--- src/rtl/sprite_blitter.sv ---
// Sprite-to-frame-buffer blitter: streams one SPRITE_W x SPRITE_H sprite from a
// synchronous ROM into the frame buffer, one pixel slot per clock, with clipping.
module sprite_blitter #(
  parameter int unsigned SPRITE_W = 24,
  parameter int unsigned SPRITE_H = 45,
  parameter int unsigned SCREEN_W = 640,
  parameter int unsigned SCREEN_H = 480,
  parameter int unsigned PIX_W    = 5
) (
  input  logic             Clk,
  input  logic             Reset,
  input  logic             start,
  input  logic [9:0]       spriteX,
  input  logic [9:0]       spriteY,
  input  logic             flip,
  output logic             busy,
  output logic             done,
  output logic [10:0]      rom_addr,
  input  logic [PIX_W-1:0] rom_data,
  output logic             fb_we,
  output logic [18:0]      fb_addr,
  output logic [PIX_W-1:0] fb_data
);

  localparam int unsigned XW = $clog2(SPRITE_W);
  localparam int unsigned YW = $clog2(SPRITE_H);
  localparam logic [XW-1:0] SX_LAST = XW'(SPRITE_W - 1);
  localparam logic [YW-1:0] SY_LAST = YW'(SPRITE_H - 1);

  typedef enum logic [1:0] {S_IDLE, S_RUN, S_DRAIN, S_DONE} state_t;

  state_t            state_q, state_d;
  logic [XW-1:0]     sx_q, sx_d;
  logic [YW-1:0]     sy_q, sy_d;
  logic              flip_q, flip_d;
  logic [9:0]        spx_q, spx_d;
  logic [9:0]        spy_q, spy_d;
  logic              drain_q, drain_d;
  logic [XW-1:0]     col_d;
  logic [10:0]       rom_addr_q, rom_addr_d;

  logic              v1_q;
  logic [10:0]       x1_q, y1_q;
  logic              we_d;
  logic [18:0]       addr_d;
  logic              fb_we_q;
  logic [18:0]       fb_addr_q;
  logic [PIX_W-1:0]  fb_data_q;

  always_ff @(posedge Clk or posedge Reset) begin
    if (Reset) begin
      state_q    <= S_IDLE;
      sx_q       <= '0;
      sy_q       <= '0;
      flip_q     <= 1'b0;
      spx_q      <= '0;
      spy_q      <= '0;
      drain_q    <= 1'b0;
      rom_addr_q <= '0;
    end else begin
      state_q    <= state_d;
      sx_q       <= sx_d;
      sy_q       <= sy_d;
      flip_q     <= flip_d;
      spx_q      <= spx_d;
      spy_q      <= spy_d;
      drain_q    <= drain_d;
      rom_addr_q <= rom_addr_d;
    end
  end

  always_comb begin
    state_d = state_q;
    sx_d    = sx_q;
    sy_d    = sy_q;
    flip_d  = flip_q;
    spx_d   = spx_q;
    spy_d   = spy_q;
    drain_d = drain_q;
    unique case (state_q)
      S_IDLE: begin
        if (start) begin
          spx_d   = spriteX;
          spy_d   = spriteY;
          flip_d  = flip;
          sx_d    = '0;
          sy_d    = '0;
          state_d = S_RUN;
        end
      end
      S_RUN: begin
        if (sx_q == SX_LAST) begin
          sx_d = '0;
          if (sy_q == SY_LAST) begin
            sy_d    = '0;
            drain_d = 1'b0;
            state_d = S_DRAIN;
          end else begin
            sy_d = sy_q + 1'b1;
          end
        end else begin
          sx_d = sx_q + 1'b1;
        end
      end
      S_DRAIN: begin
        if (drain_q) state_d = S_DONE;
        else         drain_d = 1'b1;
      end
      S_DONE:  state_d = S_IDLE;
      default: state_d = S_IDLE;
    endcase
    // Address is registered from the next counter values so that rom_addr
    // presents the pixel the counters will hold in the following cycle.
    col_d      = flip_d ? (SX_LAST - sx_d) : sx_d;
    rom_addr_d = 11'(sy_d) * 11'(SPRITE_W) + 11'(col_d);
  end

  // Stage 1 carries the destination alongside the ROM read in flight.
  always_ff @(posedge Clk or posedge Reset) begin
    if (Reset) begin
      v1_q      <= 1'b0;
      x1_q      <= '0;
      y1_q      <= '0;
      fb_we_q   <= 1'b0;
      fb_addr_q <= '0;
      fb_data_q <= '0;
    end else begin
      v1_q      <= (state_q == S_RUN);
      x1_q      <= {1'b0, spx_q} + 11'(sx_q);
      y1_q      <= {1'b0, spy_q} + 11'(sy_q);
      fb_we_q   <= we_d;
      fb_addr_q <= we_d ? addr_d : '0;
      fb_data_q <= rom_data;
    end
  end

  always_comb begin
    we_d   = v1_q && (x1_q < 11'(SCREEN_W)) && (y1_q < 11'(SCREEN_H)) && (rom_data != '0);
    addr_d = 19'(y1_q) * 19'(SCREEN_W) + 19'(x1_q);
  end

  assign busy     = (state_q == S_RUN) || (state_q == S_DRAIN);
  assign done     = (state_q == S_DONE);
  assign rom_addr = rom_addr_q;
  assign fb_we    = fb_we_q;
  assign fb_addr  = fb_addr_q;
  assign fb_data  = fb_data_q;

endmodule
--- config.mk ---
export PLATFORM = sky130hd
export DESIGN_NAME = sprite_blitter
export DESIGN_NICKNAME = d
export VERILOG_FILES = /design/src/rtl/sprite_blitter.sv
export SDC_FILE = /design/constraint.sdc
export NUM_CORES = 1
export LEC_CHECK = 0
export BUFFER_PORTS_ARGS = -buffer_cell sky130_fd_sc_hd__buf_4
export CAP_MARGIN = 15
export CORE_ASPECT_RATIO = 0.9
export CORE_UTILIZATION = 31
export DETAILED_ROUTE_END_ITERATION = 16
export GPL_TIMING_DRIVEN = 1
export SYNTH_ARGS = -nofsm -noshare
export SYNTH_HDL_FRONTEND = slang
export SYNTH_SLANG_ARGS = --single-unit
--- constraint.sdc ---
create_clock -name Clk -period 4.3 [get_ports Clk]
set_input_delay 0.215 -clock Clk [delete_from_list [all_inputs] [get_ports Clk]]
set_output_delay 0.215 -clock Clk [all_outputs]
set_load 0.02 [all_outputs]
* Yosys cells after proc, flatten, opt, wreduce, memory -nomap -nowiden
Index checks and enable logic that the tools add are counted.
** Cells by class
- Eq/ne operators :: 9
- Order comparisons :: 2
- Add/subtract/negate cells :: 7
- Muxes and demuxes :: 19
- $mul :: 2
- Reduce and logical (&&, ||, !) cells :: 10
** Operators with widths (count)
- 19-bit by 11-bit adder with 19-bit output :: 1
- 19-bit 2-to-1 mux :: 1
- 6-bit 2-to-1 mux :: 3
- 5-bit 2-to-1 mux :: 3
- 11-bit by 3-bit multiplier with 12-bit output (second input constant) :: 1
- 6-bit one-hot mux with 2 select lines :: 1
- 10-bit by 5-bit adder with 11-bit output :: 1
- 10-bit by 6-bit adder with 11-bit output :: 1
- 11-bit by 5-bit adder with 11-bit output :: 1
- 11-bit by 10-bit less-than comparator with 1-bit output (second input constant) :: 1
- 11-bit by 9-bit less-than comparator with 1-bit output (second input constant) :: 1
- 5-bit one-hot mux with 2 select lines :: 1
- 6-bit by 2-bit multiplier with 8-bit output (second input constant) :: 1
- 2-bit 2-to-1 mux :: 4
- 2-bit != test (second input constant) :: 4
- 2-bit one-hot mux with 4 select lines :: 1
- 6-bit by 1-bit adder with 6-bit output (second input constant) :: 1
- 6-bit == test (second input constant) :: 1
- 5-bit by 1-bit adder with 5-bit output (second input constant) :: 1
- 5-bit == test (second input constant) :: 1
- 5-bit nonzero test :: 1
- 5-bit subtractor (first input constant) :: 1
- 2-bit == test (second input constant) :: 2
- 1-bit 2-to-1 mux :: 4
- 9 further kinds :: 11
** Word-level totals
- Register bits after elaboration :: 94
- Logic and storage cells :: 63
- Output and inout port bits :: 38

* Longest topological paths before layout
- Word-level depth :: 6
- Gate-level depth with buffers :: 18
- Mapped depth without buffers :: 16

* Least setup slack after synthesis
No wires, ideal clock.
- Kind :: reg2reg
- From :: reg sx_q[0]
- To :: reg rom_addr_q[10] (netlist: rom_addr[10])
- Slack :: 0.655 ns
- Data required time :: 4.176 ns
- Path buffers :: 2
- Arrival :: 3.521 ns
- Stages on the path, launching flop included :: 17
- Cells stage by stage :: dfrtp_1 > ha_1 > and4b_1 > buf_6 > and2_4 > and3_1 > nand2b_1 > buf_6 > o31ai_1 > ha_1 > a21o_1 > a21oi_1 > xnor2_1 > and4_1 > o21bai_1 > nand3_1 > or2_1
** RTL lines
- start, declared :: line 33 : logic [XW-1:0] sx_q, sx_d;
- start signal, assigned :: line 53 : sx_q <= '0;
- start signal, assigned :: line 62 : sx_q <= sx_d;
- 5-bit == test :: line 92 : if (sx_q == SX_LAST) begin
- 6-bit 2-to-1 mux :: line 92
- 6-bit one-hot mux with 2 select lines :: line 80 : unique case (state_q)
- via sy_d[2] :: line 34 : logic [YW-1:0] sy_q, sy_d;
- 6-bit by 2-bit multiplier with 8-bit output :: line 115 : rom_addr_d = 11'(sy_d) * 11'(SPRITE_W) + 11'(col_d);
- 11-bit by 5-bit adder with 11-bit output :: line 115
- via rom_addr_d[10] :: line 40 : logic [10:0] rom_addr_q, rom_addr_d;
- end signal, assigned :: line 68 : rom_addr_q <= rom_addr_d;
- end, declared :: line 40
The timed path passes the listed nets, and every way through them passes these cells.
A chain may end at the register's enable or synchronous reset.

* Worst setup path after layout
- From :: reg sx_q[1]
- To :: reg rom_addr_q[10] (netlist: rom_addr[10])
Same word-level chain as after synthesis.

==> flow_metrics.env <==
export IMPL_outcome="complete, no violations"
export IMPL_grt_pass1_vias=3479
export IMPL_synth_top_area_cell="dfrtp_1"
export IMPL_synth_seq_cells=94
export IMPL_leakage_uw=0.002985
export IMPL_portBuffers=66
export IMPL_worst_pin_slew_ns=0.8921
export IMPL_initial_core_util_pct=31.98
export IMPL_drv_cap=0
export IMPL_end_kind="flop"
export IMPL_cts_tree="built"
export IMPL_cts_root_buf="clkbuf_16"
export IMPL_wl_per_cell_um=13.09
export IMPL_ys_seq_area_share_pct=47.31
export IMPL_yosysWarnings=0
export IMPL_syn_to_final_growth_pct=21.36
export IMPL_slew_headroom_pct=38.82
export IMPL_place_congestion=0.8107
export IMPL_drive_gt1_share_pct=23.35
export IMPL_n_antenna_cell=0
export IMPL_avgSynthCellArea_um2=11.48
export IMPL_holdCritPathClass="in2async"
export IMPL_critPathLaunchType="flop"
export IMPL_worst_endpoint_required_ns=4.53
export IMPL_path_clk_slew_ns=0.06
export IMPL_synthArstFlopShare_pct=100.0
export IMPL_reg2reg_slack_ns=0.41
export IMPL_ant_nets=0
export IMPL_power_density_mw_per_mm2=740.1
export IMPL_hold_ws_ns=0.01226
export IMPL_num_rows=43
export IMPL_cts_setup_buffers=0
export IMPL_synth_area_leaders="dfrtp_1, ha_1, xnor2_1"
export IMPL_placed_area_mm2=0.005688
export IMPL_globalRouteOverflowTotal=0
export IMPL_synth_ff_type="dfrtp_1"
export IMPL_num_vias=3323
export IMPL_fin_skew_ns=0.007851
export IMPL_wl_mm=9.370
export IMPL_dieArea_mm2=0.01655
export IMPL_initialDrtViolationCount=205
export IMPL_grt_max_degree=52
export IMPL_ys_types=56
export IMPL_rsz0062_at_grt="no"
export IMPL_grt_usage_pct=12.62
export IMPL_max_freq_mhz=256.7
export IMPL_worst_ir_drop_vdd_mv=0.3107
export IMPL_yosysTopAreaCellShare_pct=47.31
export IMPL_ff2ff_path_depth=16
export IMPL_critPathKind="reg2reg"
export IMPL_grt_pass1_wl_mm=16.21
export IMPL_fin_ws_ns=0.4051
export IMPL_h_tree_depth=3
export IMPL_cp_data_arrival_time_ns=4.12
export IMPL_syn_num_nets=516
export IMPL_synth_edf_count=0
export IMPL_pre_cts_ws_ns=0.2787
export IMPL_fillers=1497
export IMPL_die_h_um=122.2
export IMPL_setup_tns_ns=0
export IMPL_dp_hpwl_mm=7.081
export IMPL_final_max_slew_viol_count=0
export IMPL_antenna_found_initial=0
export IMPL_core_area_mm2=0.01555
export IMPL_clk_path_buf_depth=2
export IMPL_layout_min_cycle_time_ns=3.895
export IMPL_r2r_end="rom_addr[10]"
export IMPL_finalSetupViolations=0
export IMPL_regToRegStartpoint="sx_q[1]"
export IMPL_finalCritPeriodShare_pct=90.58
export IMPL_firstDrtPassIters=4
export IMPL_fin_area_mm2=0.006035
export IMPL_cts_sinks=94
export IMPL_vias_per_cell=4.641
export IMPL_crit_fanout=9
export IMPL_numCtsBuffers=9
export IMPL_remaining_drc_errors=0
export IMPL_layout_nets=592
export IMPL_syn_instance_count=433
export IMPL_io_pins=67
export IMPL_hold_viol=0
export IMPL_clkLatencyLatePin_ns=0.35
export IMPL_die_w_um=135.5
export IMPL_syn_area_mm2=0.004972
-- routing by layer --
layer	share of wire [%]	track usage [%]	wire length, µm	vias to the layer above
met5	0	0	0	-
met1	46	15.81	4351	1587
met3	5.2	3.288	484	12
met2	47	20.48	4391	69
met4	1.5	5.548	143	0
li1	-	-	-	1655
-- cells in the final DEF (no fill, tap or decap), types with 2 or more instances in the layout --
master	instances
a211oi_1	3
a21o_1	13
a21oi_1	17
a22o_1	5
a31oi_1	2
and2_1	9
and3_1	4
and4_1	2
buf_4	68
clkbuf_16	9
clkinv_4	2
dfrtp_1	94
dlygate4sd3_1	5
fa_1	6
ha_1	48
inv_1	28
inv_6	2
mux2_2	20
mux2i_1	2
nand2_1	18
nand2b_1	2
nand3_1	7
nand4_1	4
nor2_1	24
nor2b_1	8
nor3_1	4
nor3_2	2
o211ai_1	2
o21a_1	5
o21ai_0	16
o21ai_1	3
o21bai_1	5
o31a_1	2
o31ai_2	3
or3_1	2
xnor2_1	31
xor2_1	10
-- worst max-delay path by stage --
stage	from	depth (start not counted)	slack, ns	end
2_1_floorplan	sx_q[0]	16	0.65	rom_addr[10]
3_3_place_gp	sx_q[0]	14	0.43	rom_addr[10]
3_5_place_dp	sx_q[0]	14	0.28	rom_addr[10]
4_1_cts	sx_q[0]	14	0.26	rom_addr[10]
5_1_grt	sx_q[0]	16	0.07	rom_addr[10]
6_report	sx_q[1]	16	0.41	rom_addr[10]
-- report_power, final --
part,leakage (µW),internal [µW],switching [µW],total [µW]
sequential,0.00118,1210,215,1430
clock,0.000137,414,339,753
combinational,0.00166,1070,1220,2280
-- repair_timing --
| action | in CTS | in global routing |
|---|---|---|
| hold buffers | 5 | 0 |
| resized for setup | 0 | 3 |
| endpoints found under the setup margin | 0 | 1 |
| hold endpoints to repair | 5 | 0 |
-- through the flow --
stage                     utilization, %  power [µW]  cells
after floorplan                        -        3185    433
after global placement             36.58        3683    695
after detailed placement           36.58        3715    695
after CTS                          38.74        4523    716
after global routing               38.81        4868    716
final                              38.81        4466    716
-- synthesized netlist by cell type, types with 3 or more instances --
| master | n |
|---|---|
| a21o_1 | 13 |
| xnor2_1 | 31 |
| inv_1 | 29 |
| mux2_2 | 20 |
| nand2b_1 | 3 |
| o21bai_1 | 5 |
| nand2_1 | 18 |
| and2_1 | 9 |
| a22o_1 | 5 |
| and3_1 | 4 |
| o21ai_1 | 3 |
| nand3_1 | 7 |
| ha_1 | 48 |
| o21a_1 | 5 |
| a211oi_1 | 3 |
| o21ai_0 | 16 |
| a21oi_1 | 18 |
| xor2_1 | 10 |
| fa_1 | 6 |
| clkbuf_1 | 5 |
| nor2_1 | 24 |
| dfrtp_1 | 94 |
| nand4_1 | 4 |
| nor3_1 | 4 |
| nor2b_1 | 8 |
-- layout make-up --
type | count | area (µm²) | area share [%]
repair buffers | 73 | 560.5 | 9.289
well taps | 202 | 252.7 | 4.188
clock inverters | 5 | 42.54 | 0.7050
multi-input cells | 302 | 2474 | 40.99
inverters | 29 | 110.1 | 1.825
flip-flops and latches | 94 | 2352 | 38.98
clock buffers | 11 | 242.7 | 4.022
-- kinds of logic (layout without fill, tap and decap cells) --
group	Yosys count	after routing	share of synthesized area (%)
AOI/OAI and AO/OA	84	84	11.78
buffers and inverters	37	118	3.171
DFF	94	94	47.31
adders and majority gates	54	54	14.49
and+or+nand+nor	101	101	11.10
muxes	22	22	4.932
xor gates and xnor gates	41	41	7.222
-- worst max-delay path: stages, from the launching register on --
cell and delay (ns):
dfrtp_1 0.42, ha_1 0.29, and4b_1 0.39, and2_4 0.21
and3_1 0.20, nand2b_2 0.25, a21oi_1 0.07, o21ai_0 0.20
o31ai_2 0.16, ha_1 0.34, a21o_1 0.19, a21oi_1 0.17
xnor2_1 0.20, and4_1 0.30, o21bai_1 0.12, nand3_1 0.07
or2_1 0.20
-- state kept, by name, indices dropped and copies added, names as in the netlist --
| register | cells |
|---|---|
| fb_addr | 19 |
| rom_addr | 11 |
| x1_q | 11 |
| y1_q | 11 |
| spx_q | 10 |
| spy_q | 10 |
| sy_q | 6 |
| fb_data | 5 |
| sx_q | 5 |
| state_q | 2 |
| drain_q | 1 |
| fb_we | 1 |
| flip_q | 1 |
| v1_q | 1 |
Note: power is estimated with default switching activity, not from simulation.
